**src/rtl/latch_bank.sv**
```systemverilog
// Bank of CH gated W-bit channel registers with a global timed snapshot freeze.
// Define LATCH_BANK_VIOL_EN to build in the sticky setup/hold violation flags.
module latch_bank #(
  parameter int W        = 8,
  parameter int CH       = 4,
  parameter int HOLD_CYC = 4
) (
  input  logic            clk,
  input  logic            rst,
  input  logic [CH*W-1:0] data_in,
  input  logic [CH-1:0]   gate,
  input  logic            snap_req,
  input  logic            viol_clr,
  output logic [CH*W-1:0] q,
  output logic [CH*W-1:0] qb,
  output logic            snap_busy,
  output logic            snap_ack,
  output logic [CH-1:0]   viol
);

  localparam int CW = $clog2(HOLD_CYC + 1);

  logic [CH*W-1:0] r_q;
  logic [CH-1:0]   r_gate_q;
  logic [CW-1:0]   r_cnt;
  logic            r_snap_busy;
  logic            r_snap_ack;
  logic            w_snap_start;
  logic            w_hold_all;

  // A request in the ack cycle is dropped so back-to-back freezes always have a gap.
  assign w_snap_start = snap_req & ~r_snap_busy & ~r_snap_ack;
  assign w_hold_all   = r_snap_busy | w_snap_start;

  always_ff @(posedge clk or posedge rst) begin
    if (rst) begin
      r_q      <= '0;
      r_gate_q <= '0;
    end else begin
      r_gate_q <= gate;
      for (int k = 0; k < CH; k++) begin
        if (!w_hold_all && gate[k]) begin
          r_q[k*W +: W] <= data_in[k*W +: W];
        end
      end
    end
  end

  always_ff @(posedge clk or posedge rst) begin
    if (rst) begin
      r_cnt       <= '0;
      r_snap_busy <= 1'b0;
      r_snap_ack  <= 1'b0;
    end else begin
      r_snap_ack <= 1'b0;
      if (r_snap_busy) begin
        if (r_cnt == '0) begin
          r_snap_busy <= 1'b0;
          r_snap_ack  <= 1'b1;
        end else begin
          r_cnt <= r_cnt - CW'(1);
        end
      end else if (w_snap_start) begin
        r_snap_busy <= 1'b1;
        r_cnt       <= CW'(HOLD_CYC - 1);
      end
    end
  end

`ifdef LATCH_BANK_VIOL_EN
  logic [CH-1:0] r_viol;
  logic [CH-1:0] r_fall_q;
  logic [CH-1:0] w_fall;
  logic [CH-1:0] w_diff;
  logic [CH-1:0] w_set;

  always_comb begin
    w_diff = '0;
    for (int k = 0; k < CH; k++) begin
      w_diff[k] = (data_in[k*W +: W] != r_q[k*W +: W]);
    end
  end

  // Setup: data moving on the closing edge; hold: data moving one cycle later.
  assign w_fall = r_gate_q & ~gate & {CH{~r_snap_busy}};
  assign w_set  = (w_fall | r_fall_q) & w_diff;

  always_ff @(posedge clk or posedge rst) begin
    if (rst) begin
      r_viol   <= '0;
      r_fall_q <= '0;
    end else begin
      r_fall_q <= w_fall;
      r_viol   <= (r_viol & ~{CH{viol_clr}}) | w_set;
    end
  end

  assign viol = r_viol;
`else
  logic w_unused;
  assign w_unused = viol_clr | (|r_gate_q);
  assign viol     = '0;
`endif

  assign q         = r_q;
  assign qb        = ~r_q;
  assign snap_busy = r_snap_busy;
  assign snap_ack  = r_snap_ack;

endmodule

```
**config.mk**
```make
export PLATFORM = sky130hd
export DESIGN_NAME = latch_bank
export DESIGN_NICKNAME = d
export VERILOG_FILES = /design/src/rtl/latch_bank.sv
export SDC_FILE = /design/constraint.sdc
export NUM_CORES = 1
export LEC_CHECK = 0
export CAP_MARGIN = 20
export CORE_MARGIN = 5
export CORE_UTILIZATION = 24
export CTS_BUF_LIST = sky130_fd_sc_hd__clkbuf_8 sky130_fd_sc_hd__clkbuf_16
export DETAILED_ROUTE_END_ITERATION = 10
export GPL_ROUTABILITY_DRIVEN = 0
export HOLD_SLACK_MARGIN = 0.15
export SYNTH_ARGS = -nofsm -noshare
export SYNTH_HDL_FRONTEND = slang
export SYNTH_SLANG_ARGS = --single-unit
export TNS_END_PERCENT = 50
```
**constraint.sdc**
```tcl
create_clock -name clk -period 3.1 [get_ports clk]
set_clock_uncertainty 0.1 [all_clocks]
set_input_delay 0.93 -clock clk [delete_from_list [all_inputs] [get_ports clk]]
set_output_delay 0.93 -clock clk [all_outputs]
set_load 0.05 [all_outputs]
```
==> results of run 1 <==
## per-stage QoR
stage	util (%)	hold WS (ps)	instance area (um^2)	cells	setup slack, ps
6_report	42.63	404.2	2864	323	525.6
5_1_grt	42.63	443.3	2864	323	465.1
4_1_cts	42.63	409.4	2864	323	503.1
3_5_place_dp	41.34	401.0	2778	316	402.3
3_3_place_gp	41.34	377.5	2778	316	419.6
2_1_floorplan	-	353.3	1653	134	972.9
## cell type report
| type | instances | area, um^2 |
|---|---|---|
| fillers | 648 | 3855 |
| repair buffers | 108 | 1071 |
| flip-flops and latches | 37 | 925.9 |
| multi-input cells | 51 | 530.5 |
| inverters | 40 | 150.1 |
| well taps | 80 | 100.1 |
| clock buffers | 6 | 82.58 |
| clock inverters | 1 | 3.754 |
## state kept, by name, summed over array words and instances (netlist names)
signal and flops:
snap_ack 1, r_cnt 3, snap_busy 1, q 32
## placed cells by master, fill, tap and decap left out, drive strengths merged, types with 2 or more instances in the layout
cell type / n
buf: 4
clkbuf: 6
clkdlybuf4s50: 104
conb: 4
dfrtp: 37
ha: 2
inv: 41
mux2: 32
nor3b: 4
o21ai: 3
## final timing paths
kind	from	to	slack, ps	cells past startpoint
max	q[27]	qb[27]	530	2
min	r_cnt[0]	r_cnt[0]	400	1
max reg2reg	snap_busy	q[27]	1480	3
min reg2reg	r_cnt[0]	r_cnt[0]	400	1
max in group asynchronous	rst	q[27]	1280	3
min in group asynchronous	rst	q[12]	960	2
## critical path: cells and delay by family, from the launching register on
family                 cells  cell delay, ps
buffers and inverters      2             860
flip-flops                 1             400
## layer usage
layer | track usage, % | vias to the layer above
met3 | 3.249 | 6
met5 | 0 | -
met1 | 10.14 | 603
met2 | 17.89 | 51
met4 | 2.930 | 0
li1 | - | 619
## cells by family (layout without fill, tap and decap cells)
family,Yosys count,in the layout,synth area share (%)
other,1,4,0.2284
buffers and inverters,46,155,11.97
AND/OR/NAND/NOR,7,7,5.564
multiplexers,32,32,21.95
adder cells (fa/ha/maj),2,2,1.524
flip-flops,37,37,56.40
AO/OA/AOI/OAI,6,6,2.363
==> impl_metrics.tcl, run 1 <==
set metrics [dict create \
    detail_route.iter0.violations 13 \
    gr-total-overflow 0 \
    core-area_um2 6719 \
    met1Wirelength_mm 1.447 \
    critPathArrivalTime_ps 1540 \
    number_of_vias_after_detailed_routing 1279 \
    worst_skew_pair.late_latency_ps 280 \
    floorplan.initialDensity_pct 24.43 \
    synth.top_cells.by_count "sky130_fd_sc_hd__inv_1 (40), sky130_fd_sc_hd__dfrtp_1 (37), sky130_fd_sc_hd__mux2_2 (30)" \
    route.detailed.drc 0 \
    rsz_0062_raised_after_global_routing "false" \
    h-tree-depth 2 \
    top_layer "met4" \
    boundaryPins 110 \
    io_buffers 104 \
    diodes 0 \
    final_critical_path_time_including_i_o_delays_and_setup_ps 2574 \
    grt_first_pass_wirelength_mm 6.472 \
    final_layout_size_suffix_gt1_share_pct 18.11 \
    timing.final.hold_violations 0 \
    setup.worst_path.class "flip-flop to output port" \
    detailroute.wirelength.met2_mm 2.237 \
    timing.fmax_mhz 388.4 \
    ys.flop_type "sky130_fd_sc_hd__dfrtp_1" \
    detail_route.first_pass.iterations 3 \
    die_y_um 92.71 \
    maxSlewHeadroom_pct 51.67 \
    worst_setup_hold_path_clk_slew_ps 70 \
    cts.root.buffer_cell "sky130_fd_sc_hd__clkbuf_8" \
    cp_cell_sequence "inv_1, clkdlybuf4s50_1" \
    synth.ff_latch_count 37 \
    nets 285 \
    post_cts_resized 0 \
    slew_violations 0 \
    detail-route-antenna-nets 0 \
    synth_cells 131 \
    ys_async_sr_fraction_pct 100.0 \
    worst_setup_path_end_kind "output port" \
    hold_buffers 0 \
    post_dp_hpwl_mm 3.338 \
    critical_path_required_ps 2070 \
    width_of_the_die_um 92.71 \
    cts_setup_buffers 0 \
    grtUsageTotal_pct 9.599 \
    yosys.cell_count.top_type "sky130_fd_sc_hd__inv_1" \
    timing.final.crit_share_pct 83.05 \
    status "complete, no violations" \
    vias_per_cell 3.960 \
    num_cts_buffers 5 \
    crit_path_max_incr_delay_ps 800 \
    detail_route.wl_per_cell_um 12.53 \
    tns_ps 0 \
    grt_pass1_vias 1316 \
    wl_met3_um 318 \
    distinct_cells_synth 17 \
    clock_tree_buf_depth 2 \
    seq_total_area_yosys_pct 56.40 \
    postSynthAreaPerCell_um2 12.53 \
    synth.largest_area_cell "sky130_fd_sc_hd__dfrtp_1" \
    crit_start_category "flip-flop" \
    route.final.wire_length_mm 4.046 \
    hold_class "flip-flop to flip-flop" \
    synthToLayoutAreaGrowth_pct 74.47 \
    post_synth_instance_area_um2 1642 \
    finalSetupViolCount 0 \
    ys_warn_count 0 \
    tritoncts_num_sinks 37 \
    max_slew.worst_pin.slew_ps 724.2 \
    grt_start_max_net_pins 19 \
    synth_enable_flop_cells 0 \
    cp_max_fo 3 \
    clock_tree_from_tritoncts "done" \
    yosysTopAreaCellShare_pct 56.40 \
    antenna_found_initial 0 \
    timing.max_cap.violations 0 \
    worst_path_cell_with_the_longest_stage_delay "sky130_fd_sc_hd__clkdlybuf4s50_1" \
    floorplan_die_area_um2 8594 \
    synth_top_cells_by_area "sky130_fd_sc_hd__dfrtp_1 (56%), sky130_fd_sc_hd__mux2_2 (21%), sky130_fd_sc_hd__inv_1 (9.1%), sky130_fd_sc_hd__nor3b_4 (4.6%), sky130_fd_sc_hd__buf_4 (1.8%)" \
    number_of_cell_rows 30 \
]
Power of run 1 is left out: the tool's default activity adds up to more than one toggle a clock period on the data nets, which glitch-free logic cannot reach.
==> run 2: changes to the inputs <==
==> constraint.sdc (replaced) <==
create_clock -name clk -period 2.4 [get_ports clk]
set_clock_uncertainty 0.1 [all_clocks]
set_input_delay 0.72 -clock clk [delete_from_list [all_inputs] [get_ports clk]]
set_output_delay 0.72 -clock clk [all_outputs]
set_load 0.05 [all_outputs]
==> run 2 against run 1 <==
Flip-flop and latch count stayed put. Critical path type unchanged. Core utilization rose by 0.43 points. Final cell count is 1.5% higher. Count of clock-buffer cells in the layout shrank 1. Global-route usage shrank 0.12 points. Non-clock buffer count up 4. First-iteration DRC count grew to 2.7 times the previous value. Wire length fell by 0.74%. Cell area is 1.0% higher. Highest routed layer unchanged. Die area stayed put.
==> impl_metrics.tcl, run 2 (same netlist as run 1, synthesis figures left out) <==
set metrics [dict create \
    cts.root.buffer_cell "sky130_fd_sc_hd__clkbuf_8" \
    setup.worst_path.class "flip-flop to output port" \
    io_buffers 104 \
    route.final.wire_length_mm 4.016 \
    top_layer "met4" \
    clock_tree_buf_depth 2 \
    width_of_the_die_um 92.71 \
    rsz_0062_raised_after_global_routing "false" \
    critical_path_required_ps 1580 \
    grt_start_max_net_pins 38 \
    detail_route.wl_per_cell_um 12.24 \
    hold_start "r_cnt[0]" \
    met1Wirelength_mm 1.499 \
    min_path_cells 1 \
    dpl-instance-area_um2 2803 \
    boundaryPins 110 \
    timing.final.hold_violations 0 \
    finalSetupViolCount 0 \
    grt_pass1_vias 1294 \
    max_slew.worst_pin.slew_ps 622.2 \
    floorplan_die_area_um2 8594 \
    route.detailed.drc 0 \
    grtUsageTotal_pct 9.479 \
    synthToLayoutAreaGrowth_pct 76.22 \
    core-area_um2 6719 \
    post_cts_resized 0 \
    status "complete, no violations" \
    sequential_standard_cell_area_um2 925.9 \
    detailroute.wirelength.met2_mm 2.137 \
    hold_class "flip-flop to flip-flop" \
    max_reg_flops 32 \
    multi_input_area_um2 530.5 \
    worst-r2r-setup-slack_ps 760 \
    r2r-end "q[8]" \
    cp_cell_sequence "inv_1, clkdlybuf4s50_1" \
    tns_ps 0 \
    grt_first_pass_wirelength_mm 6.396 \
    wl_met3_um 335 \
    number_of_vias_after_detailed_routing 1289 \
    detail_route.iter0.violations 35 \
    detail_route.first_pass.iterations 2 \
    worst_skew_pair.late_latency_ps 290 \
    cp_max_fo 3 \
    number_of_cell_rows 30 \
    clock_tree_from_tritoncts "done" \
    fillCellCount 644 \
    worst_setup_path_end_kind "output port" \
    timing.fmax_mhz 426.4 \
    die_y_um 92.71 \
    crit_start_category "flip-flop" \
    vias_per_cell 3.930 \
    critPathArrivalTime_ps 1530 \
    cts_setup_buffers 0 \
    worst_path_cell_with_the_longest_stage_delay "sky130_fd_sc_hd__clkdlybuf4s50_1" \
    hold_buffers 0 \
    h-tree-depth 2 \
    layout_commonest_cell "sky130_fd_sc_hd__clkdlybuf4s50_1" \
    worstRegToRegCells 3 \
    final_critical_path_time_including_i_o_delays_and_setup_ps 2345 \
    timing.max_cap.violations 0 \
    final_layout_size_suffix_gt1_share_pct 28.63 \
    num_cts_buffers 5 \
    gr-total-overflow 0 \
    slew_violations 0 \
    numPlacedInstances 320 \
    worst_setup_hold_path_clk_slew_ps 70 \
    detail-route-antenna-nets 0 \
    postLayoutCellArea_um2 2893 \
    nets 289 \
    mostFrequentLayoutCells "sky130_fd_sc_hd__clkdlybuf4s50_1 (79), sky130_fd_sc_hd__inv_1 (41), sky130_fd_sc_hd__dfrtp_1 (37), sky130_fd_sc_hd__mux2_2 (30), sky130_fd_sc_hd__buf_4 (26)" \
    maxSlewHeadroom_pct 58.52 \
    crit_path_max_incr_delay_ps 790 \
    diodes 0 \
    worstHoldEndpoint "r_cnt[0]" \
    post_dp_hpwl_mm 3.154 \
    fin_cells 328 \
    tritoncts_num_sinks 37 \
    rr_startpoint "snap_busy" \
    antenna_found_initial 0 \
    timing.final.crit_share_pct 97.73 \
    floorplan.initialDensity_pct 24.43 \
]
-- run 2: cell types whose count changed in the layout (fill, tap and decap cells not counted) --
cell | previous run | this run
sky130_fd_sc_hd__buf_12 | 0 | 4
sky130_fd_sc_hd__clkinv_2 | 0 | 2
sky130_fd_sc_hd__clkbuf_8 | 6 | 5
sky130_fd_sc_hd__buf_4 | 4 | 26
sky130_fd_sc_hd__dlymetal6s2s_1 | 0 | 3
sky130_fd_sc_hd__clkdlybuf4s50_1 | 104 | 79
-- run 2: cell type report --
type	instances	area share, %
well taps	80	3.460
inverters	40	5.190
multi-input cells	51	18.34
clock inverters	3	0.4758
clock buffers	5	2.379
flip-flops and latches	37	32.01
repair buffers	112	38.15
-- run 2: worst max-delay path by stage --
stage               startpoint     end  slack, ps  depth (start not counted)
finish                    q[5]   qb[5]         50                          2
global route             q[30]  qb[30]          4                          2
CTS                      q[28]  qb[28]         30                          2
detailed placement    snap_req    q[8]         30                          6
global placement      snap_req   q[30]         60                          6
floorplan             snap_req    q[0]        480                          4
-- run 2: layer usage --
metal  track usage [%]  up-vias
li1                  -      629
met1             10.19      603
met2             17.22       51
met3             3.493        6
met4             2.930        0
met5                 0        -
-- run 2: stage by stage --
stage	setup slack, ps	util [%]	hold slack [ps]
detailed placement	28.92	41.71	398.7
finish	54.60	43.05	395.3
global route	4.168	43.05	454.9
global placement	61.84	41.71	377.3
floorplan	482.9	-	353.3
CTS	29.48	42.94	408.9
-- run 2: worst max-delay path, delay by kind of cell, from the launching register on --
| family | cells | cell delay (ps) |
|---|---|---|
| buffers and inverters | 2 | 840 |
| flip-flops | 1 | 390 |
Power of run 2 is left out for the same reason.
